$ cat src/rtl/compare_result_tracker.sv
// compare_result_tracker
//   Consumes equal/greater/lesser results from a 4-bit magnitude comparator
//   over a valid/ready handshake. It keeps saturating per-outcome counts,
//   tracks runs of identical outcomes and raises a blocking alarm when a run
//   reaches STREAK_LEN. The alarm is released with alarm_ack.
//
//   Optional feature: define CMP_TRACK_ERR_EN to reject invalid flag
//   patterns and report them on the sticky err flag. When it is undefined,
//   err is held at 0 and flags are priority-decoded (greater, lesser, equal).
//
// Ports
//   clk, rst_n              clock (rising edge), async active-low reset
//   in_valid / in_ready     result handshake; in_ready is low only in ALARM
//   equal, greater, lesser  comparator flags
//   clear                   synchronous clear; overrides everything else
//   alarm_ack               releases an active alarm
//   eq_count/gt_count/lt_count  saturating outcome counters (CNT_W bits)
//   streak_alarm            run threshold reached
//   alarm_kind              kind that raised the alarm (01 eq, 10 gt, 11 lt)
//   err                     sticky invalid-pattern flag
module compare_result_tracker #(
  parameter int unsigned CNT_W      = 8,
  parameter int unsigned STREAK_LEN = 4
) (
  input  logic             clk,
  input  logic             rst_n,
  input  logic             in_valid,
  output logic             in_ready,
  input  logic             equal,
  input  logic             greater,
  input  logic             lesser,
  input  logic             clear,
  input  logic             alarm_ack,
  output logic [CNT_W-1:0] eq_count,
  output logic [CNT_W-1:0] gt_count,
  output logic [CNT_W-1:0] lt_count,
  output logic             streak_alarm,
  output logic [1:0]       alarm_kind,
  output logic             err
);

  localparam int unsigned RUN_W = 4;

  localparam logic [1:0] K_NONE = 2'b00;
  localparam logic [1:0] K_EQ   = 2'b01;
  localparam logic [1:0] K_GT   = 2'b10;
  localparam logic [1:0] K_LT   = 2'b11;

  typedef enum logic [1:0] {
    IDLE  = 2'b00,
    TRACK = 2'b01,
    ALARM = 2'b10
  } state_t;

  state_t           state;
  logic [1:0]       last_kind;
  logic [RUN_W-1:0] run_cnt;

  logic             accept_c;
  logic             flags_ok_c;
  logic [1:0]       kind_c;
  logic [RUN_W-1:0] run_nxt_c;

  function automatic logic [CNT_W-1:0] sat_inc(input logic [CNT_W-1:0] v);
    return (v == {CNT_W{1'b1}}) ? v : v + CNT_W'(1);
  endfunction

  // Ready depends on state only, so upstream never sees a combinational path
  // from its own valid.
  assign in_ready = (state != ALARM);
  assign accept_c = in_valid && in_ready;

  // Flag decode into a 2-bit kind.
  always_comb begin
    kind_c     = K_NONE;
    flags_ok_c = 1'b1;
`ifdef CMP_TRACK_ERR_EN
    unique case ({equal, greater, lesser})
      3'b100:  kind_c = K_EQ;
      3'b010:  kind_c = K_GT;
      3'b001:  kind_c = K_LT;
      default: flags_ok_c = 1'b0;
    endcase
`else
    if (greater)     kind_c = K_GT;
    else if (lesser) kind_c = K_LT;
    else if (equal)  kind_c = K_EQ;
`endif
  end

  // Run length the accepted sample would produce.
  assign run_nxt_c = (kind_c == last_kind) ? run_cnt + RUN_W'(1) : RUN_W'(1);

  // Tracker state machine with registered outputs.
  always_ff @(posedge clk or negedge rst_n) begin
    if (!rst_n) begin
      state        <= IDLE;
      last_kind    <= K_NONE;
      run_cnt      <= '0;
      eq_count     <= '0;
      gt_count     <= '0;
      lt_count     <= '0;
      streak_alarm <= 1'b0;
      alarm_kind   <= K_NONE;
      err          <= 1'b0;
    end else if (clear) begin
      state        <= IDLE;
      last_kind    <= K_NONE;
      run_cnt      <= '0;
      eq_count     <= '0;
      gt_count     <= '0;
      lt_count     <= '0;
      streak_alarm <= 1'b0;
      alarm_kind   <= K_NONE;
      err          <= 1'b0;
    end else begin
      unique case (state)
        IDLE, TRACK: begin
          if (accept_c) begin
            state <= TRACK;
            if (!flags_ok_c) begin
              // Invalid pattern: dropped, breaks the current run.
              err       <= 1'b1;
              last_kind <= K_NONE;
              run_cnt   <= '0;
            end else if (kind_c != K_NONE) begin
              unique case (kind_c)
                K_EQ:    eq_count <= sat_inc(eq_count);
                K_GT:    gt_count <= sat_inc(gt_count);
                default: lt_count <= sat_inc(lt_count);
              endcase
              last_kind <= kind_c;
              run_cnt   <= run_nxt_c;
              if (run_nxt_c == RUN_W'(STREAK_LEN)) begin
                state        <= ALARM;
                streak_alarm <= 1'b1;
                alarm_kind   <= kind_c;
              end
            end
          end
        end
        ALARM: begin
          if (alarm_ack) begin
            state        <= TRACK;
            last_kind    <= K_NONE;
            run_cnt      <= '0;
            streak_alarm <= 1'b0;
            alarm_kind   <= K_NONE;
          end
        end
        default: state <= IDLE;
      endcase
    end
  end

endmodule

$ cat config.mk
export PLATFORM = sky130hd
export DESIGN_NAME = compare_result_tracker
export DESIGN_NICKNAME = d
export VERILOG_FILES = /design/src/rtl/compare_result_tracker.sv
export SDC_FILE = /design/constraint.sdc
export NUM_CORES = 1
export LEC_CHECK = 0
export ABC_CLOCK_PERIOD_IN_PS = 2200
export CORE_ASPECT_RATIO = 0.9
export CORE_UTILIZATION = 35
export CTS_BUF_LIST = sky130_fd_sc_hd__clkbuf_4 sky130_fd_sc_hd__clkbuf_8
export CTS_CLUSTER_SIZE = 12
export DETAILED_ROUTE_END_ITERATION = 10
export GPL_TIMING_DRIVEN = 0
export MAX_ROUTING_LAYER = met4
export SLEW_MARGIN = 20
export SYNTH_ARGS = -nofsm -noshare
export SYNTH_HDL_FRONTEND = slang
export SYNTH_SLANG_ARGS = --single-unit
$ cat constraint.sdc
create_clock -name clk -period 2.2 [get_ports clk]
set_input_delay 0.44 -clock clk [delete_from_list [all_inputs] [get_ports clk]]
set_output_delay 0.44 -clock clk [all_outputs]
set_load 0.1 [all_outputs]
==> results.md, run 1 <==
- Status: completed
- Fmax: 470 MHz
- Max transition margin: between 30% and 40%
- Critical path class: flip-flop to output port
- Clock Skew: 0.00320 ns
- Placed Instances: 313
- Largest net degree at the start of global routing: 19
- Port bufs: 35
- TritonCTS clock tree: yes
- Post-synthesis sequential area ratio: 45.3%
- CP peak stage delay: between 0.8 and 0.9 ns
- Worst min-delay path class: input pin to async pin
- Worst skew pair latency: between 0.2 and 0.3 ns
- Total number of yosys warnings: 0
- Fin crit share: a little over nine tenths
- Global routing usage on met2: 22.8%
- Post-Syn Area per Cell: 9.20 um^2
- Worst slew pin tran: 0.965 ns
- DIE AREA: 0.00582 mm^2
- # setup viols final: 0
- Area leader, netlist: dfrtp_1
- Area growth syn-to-layout: 29.7%
- Distinct cell type count after synthesis: 42
- Core area: 0.00529 mm^2
- Worst Path Max Fanout: 9
- Power per cell area: 565 mW/mm^2
- First-pass GRT wire length: 7050 um
- Grt total ovfl: 0
- Synth top area cells: dfrtp_1 (45%), xnor2_1 (5.9%), nor2_1 (5.1%), ha_1 (4.5%), nand2_1 (3.7%)
- Post-synthesis async set-or-reset flop share: 100%
- Leakage: between 1 and 1.5 nW
- Post-synth EDFFs: 0
- IR drop worst, VDD: 0.000400 V
- CP Launch Type: flip-flop
- Clk buf depth: 2
- Proportion of netlist area held by the largest area contributor: 45.3%
- RSZ-0062 raised after global routing: no
- Die width: 80.3 um
- DR WL/cell: 12.8 um
- Clock transition at path regs: 0.07 ns
- Area post-placement: roughly 0.0024 mm^2
- Initial antenna violation count: 0
- Max-slew violation count: 0
- Max cap viols: 0
- Syn nets: approximately 230
- Ant diodes: 0
- Htree depth: 2
- Worst EP arrival: between 1.5 and 2 ns
- DR iter-0 viols: between 40 and 50
- Total global routing track utilization: 16.3%
- Worst path cell trace: clkdlybuf4s15_1
- Multi-input gate area: 0.00102 mm^2
- Row count: 25
- Met1 usage: 22.5%
- Synth Cell Area: 0.00193 mm^2
- Post-Route WL: ~4100 um
- Sequential cell area: 882 um^2
- R2R cell count: 5
- Post-DP HPWL: 3060 um
- M3 GR Usage: 3.52%
- Post-DRT Antenna Nets: 0
- Hold_ws: 0.0905 ns
- Setup crit end kind: output port
- Leading cell types in the layout, fill and taps excluded: dfrtp_1 (30), dlygate4sd2_1 (26), nor2_1 (25), nand2_1 (19), xnor2_1 (13)
- WP buf/inv: 1
- Num CTS Buffers: 5
- Worst Path Required: approximately 1.8 ns
- Filler cells: 544
- RePlAce Congestion: 0.794
- CTS Sinks: 35
- Number of global-route vias before repair: 1,545
- Nets: between 200 and 300
- Most common cell after layout, fill and taps aside: dfrtp_1
- R2r setup slk: about 0.32 ns
- Busiest grt layer: met2
- Setup TNS: 0 ns
- CTS Root Cell: clkbuf_8
- Fin cells: approximately 320
- Vias/cell: 5.01
- Starting Density: 36.5%
- Crit-path slowest cell: clkdlybuf4s15_1
- CP delay by family, top: buffers and inverters
- Residual DRC: 0
- Initial DRT Pass Iterations: 4
- Top FF cell, synth: dfrtp_1
- I/O pin cnt: 37
- Die height: 72.5 um
- Via Count: approximately 1,600
- R2r startpoint: state[1]$_DFFE_PN0P_
- Reg-to-reg endpoint: lt_count[3]$_DFFE_PN0P_
- Cells after Synth: between 200 and 250
- Synth Register Bits: 35
- Ratio of cells with drive above 1 in the final layout: 12.8%
- Final Hold Viols: 0
- Min cycle time layout: 2.13 ns
- Final instance area: 0.00250 mm^2
-- how the worst max path moves through the flow --
stage	start	to	slack [ns]	depth (start not counted)
final	eq_count[7]$_DFFE_PN0P_	eq_count[7]	0.07	1
after floorplan	lesser	lt_count[3]$_DFFE_PN0P_	-0.06	8
after global routing	eq_count[7]$_DFFE_PN0P_	eq_count[7]	0.01	1
after detailed placement	lesser	lt_count[4]$_DFFE_PN0P_	-0.81	9
after global placement	lesser	eq_count[4]$_DFFE_PN0P_	-0.78	9
after CTS	lesser	lt_count[3]$_DFFE_PN0P_	0.007	9
-- sequential cells by signal (all words and copies together) (netlist names) --
register,cells
alarm_kind,2
eq_count,8
gt_count,8
last_kind,2
lt_count,8
run_cnt,4
state,2
streak_alarm,1
-- power breakdown --
part / leakage (nW) / internal, mW / switching [mW]
Sequential: 0.474 / 0.662 / 0.0217
Combinational: 0.642 / 0.0711 / 0.184
Clock: 0.0491 / 0.247 / 0.229
Total: 1.16 / 0.980 / 0.434
-- cell usage after synthesis (4+ instances only) --
library cell,count
a21oi_1,7
and3_1,4
clkbuf_1,5
dfrtp_1,35
ha_1,7
inv_1,11
nand2_1,19
nand3_1,10
nor2_1,26
nor2b_1,5
nor3_1,6
o211ai_1,5
o21ai_0,10
or3_1,5
xnor2_1,13
-- routing by layer --
metal | vias up | share of wire [%] | routed length, um
met4 | 0 | 1.8 | 76
met3 | 6 | 3.9 | 161
li1 | 835 | - | -
met1 | 754 | 54 | 2210
met5 | - | 0 | 0
met2 | 28 | 41 | 1680
-- cell type report --
cell class	count	share of cell area, %
flip-flops and latches	35	35.2
multi-input cells	157	40.7
clock inverters	1	0.200
inverters	11	1.65
clock buffers	7	3.35
repair buffers	39	14.0
well taps	67	3.35
plain buffers	7	1.55
-- what timing repair did --
action	4_1_cts	5_1_grt
endpoints found under the setup margin	61	5
pin swaps	5	2
hold buffers	0	0
endpoints found under the hold margin	0	0
setup buffers	3	0
gates resized for setup	44	6
-- cells by family after synthesis --
group / synth area share (%)
compound gates: 13.4
buf+inv: 3.76
xor+xnor: 6.80
fa+ha+maj: 4.53
flops: 45.3
simple gates: 23.8
other cells: 0.194
mux: 2.14
-- through the flow --
stage	utilization (%)	power, mW	worst slack (ns)
6_report	47.4	1.41	0.0724
5_1_grt	47.4	1.48	0.0123
4_1_cts	47.1	1.44	0.00671
3_5_place_dp	45.8	0.957	-0.815
3_3_place_gp	45.4	0.950	-0.777
2_1_floorplan	-	0.871	-0.0602
Note: power is estimated with default switching activity, not from simulation.
==> run 2: changes to the inputs <==
--- a/config.mk
+++ b/config.mk
@@ -7,12 +7,13 @@
 export LEC_CHECK = 0
 export ABC_CLOCK_PERIOD_IN_PS = 2200
 export CORE_ASPECT_RATIO = 0.9
-export CORE_UTILIZATION = 35
+export CORE_UTILIZATION = 43
 export CTS_BUF_LIST = sky130_fd_sc_hd__clkbuf_4 sky130_fd_sc_hd__clkbuf_8
 export CTS_CLUSTER_SIZE = 12
 export DETAILED_ROUTE_END_ITERATION = 10
-export GPL_TIMING_DRIVEN = 0
+export GPL_TIMING_DRIVEN = 1
 export MAX_ROUTING_LAYER = met4
+export PLACE_DENSITY = 0.68
 export SLEW_MARGIN = 20
 export SYNTH_ARGS = -nofsm -noshare
 export SYNTH_HDL_FRONTEND = slang
==> results.md, run 2 (same netlist as run 1, synthesis figures left out) <==
- Status: completed (unchanged)
- Crit-path slowest cell: a221o_1 (was clkdlybuf4s15_1)
- Fin crit share: 94.6% (was 96.7%)
- Final Hold Viols: 0 (unchanged)
- Clk buf depth: 2 (unchanged)
- WHS Path Cells: 2
- Via Count: 1,704 (was 1,623)
- Port bufs: 35 (unchanged)
- Worst path cell trace: clkbuf_2, nor2_4, or2_4, ha_4, or3b_4, a221o_1, or3_1, a21oi_1 (was clkdlybuf4s15_1)
- Initial DRT Pass Iterations: 4 (unchanged)
- Initial antenna violation count: 0 (unchanged)
- Worst skew pair latency: 0.29 ns (about the same)
- Setup crit end kind: flip-flop (was output port)
- Ant diodes: 0 (unchanged)
- Total global routing track utilization: 20.4% (was 16.3%)
- Post-Route WL: 4220 um (was 4130 um)
- Worst EP arrival: 2.30 ns (was 1.69 ns)
- Worst Path Required: 2.42 ns (was 1.76 ns)
- TritonCTS clock tree: yes (unchanged)
- Num CTS Buffers: 5 (unchanged)
- Die width: 72.7 um (was 80.3 um)
- CP Launch Type: input pin (was flip-flop)
- I/O pin cnt: 37 (unchanged)
- Clock Skew: 0.00785 ns (was 0.00320 ns)
- First-pass GRT wire length: 7230 um (was 7050 um)
- RSZ-0062 raised after global routing: no (unchanged)
- R2R cell count: 5 (unchanged)
- DR WL/cell: 12.7 um (was 12.8 um)
- Area growth syn-to-layout: 33.8% (was 29.7%)
- DR top layer: met4 (unchanged)
- Max cap viols: 0 (unchanged)
- Critical path class: input pin to flip-flop (was flip-flop to output port)
- Grt total ovfl: 0 (unchanged)
- R2r setup slk: 0.31 ns (was 0.32 ns)
- Critical path launch point: lesser (was eq_count[7]$_DFFE_PN0P_)
- CP peak stage delay: 0.40 ns (was 0.88 ns)
- Biggest regs: eq_count (8), gt_count (8), lt_count (8) (unchanged)
- Fin cells: 331 (was 324)
- DR iter-0 viols: 100 (was 47)
- Met3 routed WL: 160 um (was 161 um)
- Htree depth: 2 (unchanged)
- Hold_ws: 0.537 ns (was 0.0905 ns)
- Leakage: 1.18 nW (was 1.16 nW)
- WL met1: 2100 um (was 2210 um)
- Core area: 0.00418 mm^2 (was 0.00529 mm^2)
- Ratio of cells with drive above 1 in the final layout: 29.9% (was 12.8%)
- Row count: 22 (was 25)
- IR drop worst, VDD: 0.000388 V (was 0.000400 V)
- Placed Instances: 323 (was 313)
- CP endpoint: lt_count[3]$_DFFE_PN0P_ (was eq_count[7])
- Max-slew violation count: 0 (unchanged)
- Power per cell area: 553 mW/mm^2 (was 565 mW/mm^2)
- Most common cell after layout, fill and taps aside: buf_4 (was dfrtp_1)
- # setup viols final: 0 (unchanged)
- Fmax: 480 MHz (was 470 MHz)
- Max transition margin: 65.8% (was 35.9%)
- Post-DRT Antenna Nets: 0 (unchanged)
- DIE AREA: 0.00477 mm^2 (was 0.00582 mm^2)
- CTS Sinks: 35 (unchanged)
- Worst Path Max Fanout: 6 (was 9)
- Leading cell types in the layout, fill and taps excluded: buf_4 (52), dfrtp_1 (30), nor2_1 (24), nand2_1 (19), xnor2_1 (13) (was dfrtp_1 (30), dlygate4sd2_1 (26), nor2_1 (25), nand2_1 (19), xnor2_1 (13))
- Residual DRC: 0 (unchanged)
- Starting Density: 46.2% (was 36.5%)
- Cts hold-fix bufs: 0 (unchanged)
- CTS Root Cell: clkbuf_8 (unchanged)
- Worst min-delay path class: flip-flop to flip-flop (was input pin to async pin)
- R2r startpoint: lt_count[0]$_DFFE_PN0P_ (was state[1]$_DFFE_PN0P_)
- Worst slew pin tran: 0.512 ns (was 0.965 ns)
- Vias/cell: 5.15 (was 5.01)
- Reg-to-reg endpoint: lt_count[3]$_DFFE_PN0P_ (unchanged)
- Die height: 65.6 um (was 72.5 um)
- Min cycle time layout: 2.08 ns (was 2.13 ns)
- Number of global-route vias before repair: 1,585 (was 1,545)
- Post-CTS Setup Inserts: 0 (was 3)
- Nets: 285 (was 271)
- Clock transition at path regs: 0.07 ns (about the same)
- Met2 WL: 1910 um (was 1680 um)
- Post-DP HPWL: 3030 um (was 3060 um)
- Largest net degree at the start of global routing: 36 (was 19)
- RePlAce Congestion: 0.797 (was 0.794)
[run 2: changes by cell type in the layout (fill, tap and decap cells not counted), sizes merged]
cell / previous run / this run
clkdlybuf4s50: 3 / 4
clkdlybuf4s15: 2 / 0
buf: 10 / 53
dlygate4sd2: 26 / 0
clkbuf: 12 / 10
[run 2: cell type report]
class | count | area [um^2]
multi-input cells | 157 | 1030
clock buffers | 7 | 83.8
fillers | 399 | 1600
repair buffers | 60 | 465
inverters | 11 | 41.3
well taps | 60 | 75.1
clock inverters | 1 | 5.00
flip-flops and latches | 35 | 882
[run 2: worst max-delay path: cells and delay by family]
family / cells / cell delay (ns)
AND/OR/NAND/NOR: 4 / 1.03
AO/OA/AOI/OAI: 2 / 0.54
adder cells (fa/ha/maj): 1 / 0.17
buffers and inverters: 1 / 0.12
[run 2: what timing repair did]
| action | in CTS | in global routing |
|---|---|---|
| hold endpoints to repair | 0 | 0 |
| setup endpoints to repair | 33 | 13 |
| resized for setup | 8 | 9 |
| pin swaps | 2 | 4 |
[run 2: per-layer routing]
layer | vias to the layer above | global-route usage, %
li1 | 864 | -
met2 | 28 | 31.1
met1 | 807 | 26.2
met4 | 0 | 9.07
met3 | 5 | 4.29
met5 | - | -
[run 2: through the flow]
step / TNS (ns) / util, % / total power [mW] / worst slack, ns / instance area [um^2]
finish: 0 / 61.8 / 1.43 / 0.118 / 2580
global route: 0 / 61.8 / 1.49 / 0.0782 / 2580
CTS: 0 / 61.6 / 1.45 / 0.00191 / 2580
detailed placement: -14.59 / 59.4 / 0.974 / -0.661 / 2480
global placement: -13.72 / 59.4 / 0.971 / -0.550 / 2480
floorplan: -0.120 / - / 0.871 / -0.0602 / 1970
[run 2: how the worst min path moves through the flow]
| stage | from | to |
|---|---|---|
| finish | alarm_kind[1]$_DFFE_PN0P_ | alarm_kind[1]$_DFFE_PN0P_ |
| global route | gt_count[0]$_DFFE_PN0P_ | gt_count[0]$_DFFE_PN0P_ |
| CTS | gt_count[0]$_DFFE_PN0P_ | gt_count[0]$_DFFE_PN0P_ |
| detailed placement | gt_count[1]$_DFFE_PN0P_ | gt_count[1]$_DFFE_PN0P_ |
| global placement | gt_count[1]$_DFFE_PN0P_ | gt_count[1]$_DFFE_PN0P_ |
| floorplan | rst_n | alarm_kind[0]$_DFFE_PN0P_ |
[run 2: report_power, final]
| group | switching [mW] | internal, mW |
|---|---|---|
| combinational | 0.186 | 0.0892 |
| sequential | 0.0219 | 0.662 |
| clock | 0.224 | 0.247 |
| total | 0.432 | 0.998 |
==> run 3: changes to the inputs <==
--- a/config.mk
+++ b/config.mk
@@ -11,9 +11,9 @@
 export CTS_BUF_LIST = sky130_fd_sc_hd__clkbuf_4 sky130_fd_sc_hd__clkbuf_8
 export CTS_CLUSTER_SIZE = 12
 export DETAILED_ROUTE_END_ITERATION = 10
+export DONT_BUFFER_PORTS = 1
 export GPL_TIMING_DRIVEN = 1
 export MAX_ROUTING_LAYER = met4
-export PLACE_DENSITY = 0.68
 export SLEW_MARGIN = 20
 export SYNTH_ARGS = -nofsm -noshare
 export SYNTH_HDL_FRONTEND = slang
==> results.md, run 3 (same netlist as run 1, synthesis figures left out) <==
- Status: completed (unchanged)
- First-pass GRT wire length: 7920 um (was 7230 um)
- Setup TNS: 0 ns (unchanged)
- Post-DRT Antenna Nets: 0 (unchanged)
- Setup crit end kind: flip-flop (unchanged)
- Worst min-delay path class: input pin to flip-flop (was flip-flop to flip-flop)
- Worst path cell trace: nor2_4, or2_4, ha_4, or3b_1, a221o_1, or3_1, a21oi_1 (was clkbuf_2, nor2_4, or2_4, ha_4, or3b_4, a221o_1, or3_1, a21oi_1)
- Worst skew pair latency: 0.29 ns (about the same)
- CTS Root Cell: clkbuf_8 (unchanged)
- Initial DRT Pass Iterations: 4 (unchanged)
- Number of global-route vias before repair: 1,719 (was 1,585)
- DIE AREA: 0.00477 mm^2 (unchanged)
- Nets: 262 (was 285)
- Worst EP arrival: 2.15 ns (was 2.30 ns)
- CP peak stage delay: 0.41 ns (was 0.40 ns)
- Worst Path Max Fanout: 6 (unchanged)
- Biggest regs: eq_count (8), gt_count (8), lt_count (8) (unchanged)
- Final core utilization: 57.4% (was 61.8%)
- Clk buf depth: 2 (unchanged)
- Grt total ovfl: 0 (unchanged)
- Post-DP HPWL: 3400 um (was 3030 um)
- Power per cell area: 604 mW/mm^2 (was 553 mW/mm^2)
- Critical path class: input pin to flip-flop (unchanged)
- I/O pin cnt: 37 (unchanged)
- Vias/cell: 5.56 (was 5.15)
- Max cap viols: 0 (unchanged)
- Leading cell types in the layout, fill and taps excluded: buf_4 (35), dfrtp_1 (30), nor2_1 (25), nand2_1 (19), xnor2_1 (13) (was buf_4 (52), dfrtp_1 (30), nor2_1 (24), nand2_1 (19), xnor2_1 (13))
- DR iter-0 viols: 169 (was 100)
- Total global routing track utilization: 22.8% (was 20.4%)
- Clock transition at path regs: 0.07 ns (about the same)
- CP Launch Type: input pin (unchanged)
- RePlAce Congestion: 0.837 (was 0.797)
- Fmax: 517 MHz (was 480 MHz)
- Core area: 0.00418 mm^2 (unchanged)
- Crit-path slowest cell: a221o_1 (unchanged)
- Post-CTS sizing: 0 (was 8)
- Post-Route WL: 4670 um (was 4220 um)
- TritonCTS clock tree: yes (unchanged)
- Starting Density: 46.2% (unchanged)
- Cts hold-fix bufs: 2 (was 0)
- Worst Path Required: 2.41 ns (was 2.42 ns)
- Row count: 22 (unchanged)
- Port bufs: 0 (was 35)
- CP delay by family, top: simple AND/OR/NAND/NOR gates (unchanged)
- Htree depth: 2 (unchanged)
- Min cycle time layout: 1.94 ns (was 2.08 ns)
- RSZ-0062 raised after global routing: no (unchanged)
- Residual DRC: 0 (unchanged)
- Worst slew pin tran: 0.563 ns (was 0.512 ns)
- IR drop worst, VDD: 0.000400 V (was 0.000388 V)
- DR WL/cell: 15.2 um (was 12.7 um)
- Clock Skew: 0.00481 ns (was 0.00785 ns)
- Final instance area: 0.00240 mm^2 (was 0.00258 mm^2)
- Max transition margin: 61.5% (was 65.8%)
- CTS Sinks: 35 (unchanged)
- Fin crit share: 88.0% (was 94.6%)
- Ant diodes: 0 (unchanged)
- WP buf/inv: 0 (was 1)
- Via Count: 1,712 (was 1,704)
- Largest net degree at the start of global routing: 36 (unchanged)
- Die width: 72.7 um (unchanged)
- Area post-placement: 0.00227 mm^2 (was 0.00248 mm^2)
- Max-slew violation count: 0 (unchanged)
- # setup viols final: 0 (unchanged)
- Final Hold Viols: 0 (unchanged)
- Die height: 65.6 um (unchanged)
- Most common cell after layout, fill and taps aside: buf_4 (unchanged)
- Area growth syn-to-layout: 24.3% (was 33.8%)
- Num CTS Buffers: 5 (unchanged)
- Initial antenna violation count: 0 (unchanged)
- Ratio of cells with drive above 1 in the final layout: 22.2% (was 29.9%)
- Leakage: 1.07 nW (was 1.18 nW)
- Post-CTS Setup Inserts: 0 (unchanged)
run 3: stage by stage:
step           instances  power, mW  hold WS (ns)  setup slack (ns)
3_3_place_gp         298      0.911         0.145            0.0431
3_5_place_dp         298      0.917         0.145           -0.0500
2_1_floorplan        210      0.871         0.144           -0.0602
6_report             308       1.45         0.210             0.265
5_1_grt              308       1.51         0.194            0.0593
4_1_cts              308       1.47         0.196             0.254
run 3: worst reg2reg max path, cell delays in order, from the launching register on:
cell and delay (ns):
dfrtp_1 0.42, ha_1 0.24, nor2b_1 0.15, a22oi_1 0.12
or3_1 0.36, or2_2 0.31, o211ai_1 0.19
run 3: power breakdown:
group          leakage [nW]  internal (mW)  switching [mW]  total (mW)
clock network        0.0549          0.298           0.227       0.525
registers             0.474          0.662          0.0145       0.677
logic                 0.543         0.0675           0.180       0.247
total                  1.07           1.03           0.422        1.45
run 3: cell type report:
class	instances	area, um^2
clock buffer	8	104
fill	386	1780
inverter	11	41.3
multi-input combinational	157	1010
sequential	35	882
tap	60	75.1
timing repair buffer	37	293
run 3: layer usage:
layer | global-route usage [%] | share of wire (%) | vias to the layer above
met5 | - | 0 | -
met4 | 8.82 | 1.5 | 0
met3 | 5.37 | 4.6 | 8
met2 | 37.9 | 49 | 35
met1 | 26.8 | 45 | 850
li1 | - | - | 819
run 3: worst paths after layout:
kind	from	to	slack, ns	cells after the start
max	lesser	lt_count[4]$_DFFE_PN0P_	0.26	7
max reg2reg	run_cnt[0]$_DFFE_PN0P_	alarm_kind[0]$_DFFE_PN0P_	0.32	6
min	clear	eq_count[4]$_DFFE_PN0P_	0.21	1
max in group asynchronous	rst_n	eq_count[2]$_DFFE_PN0P_	1.39	2
min in group asynchronous	rst_n	state[0]$_DFFE_PN0P_	0.61	2
min reg2reg	run_cnt[2]$_DFFE_PN0P_	run_cnt[2]$_DFFE_PN0P_	0.55	2
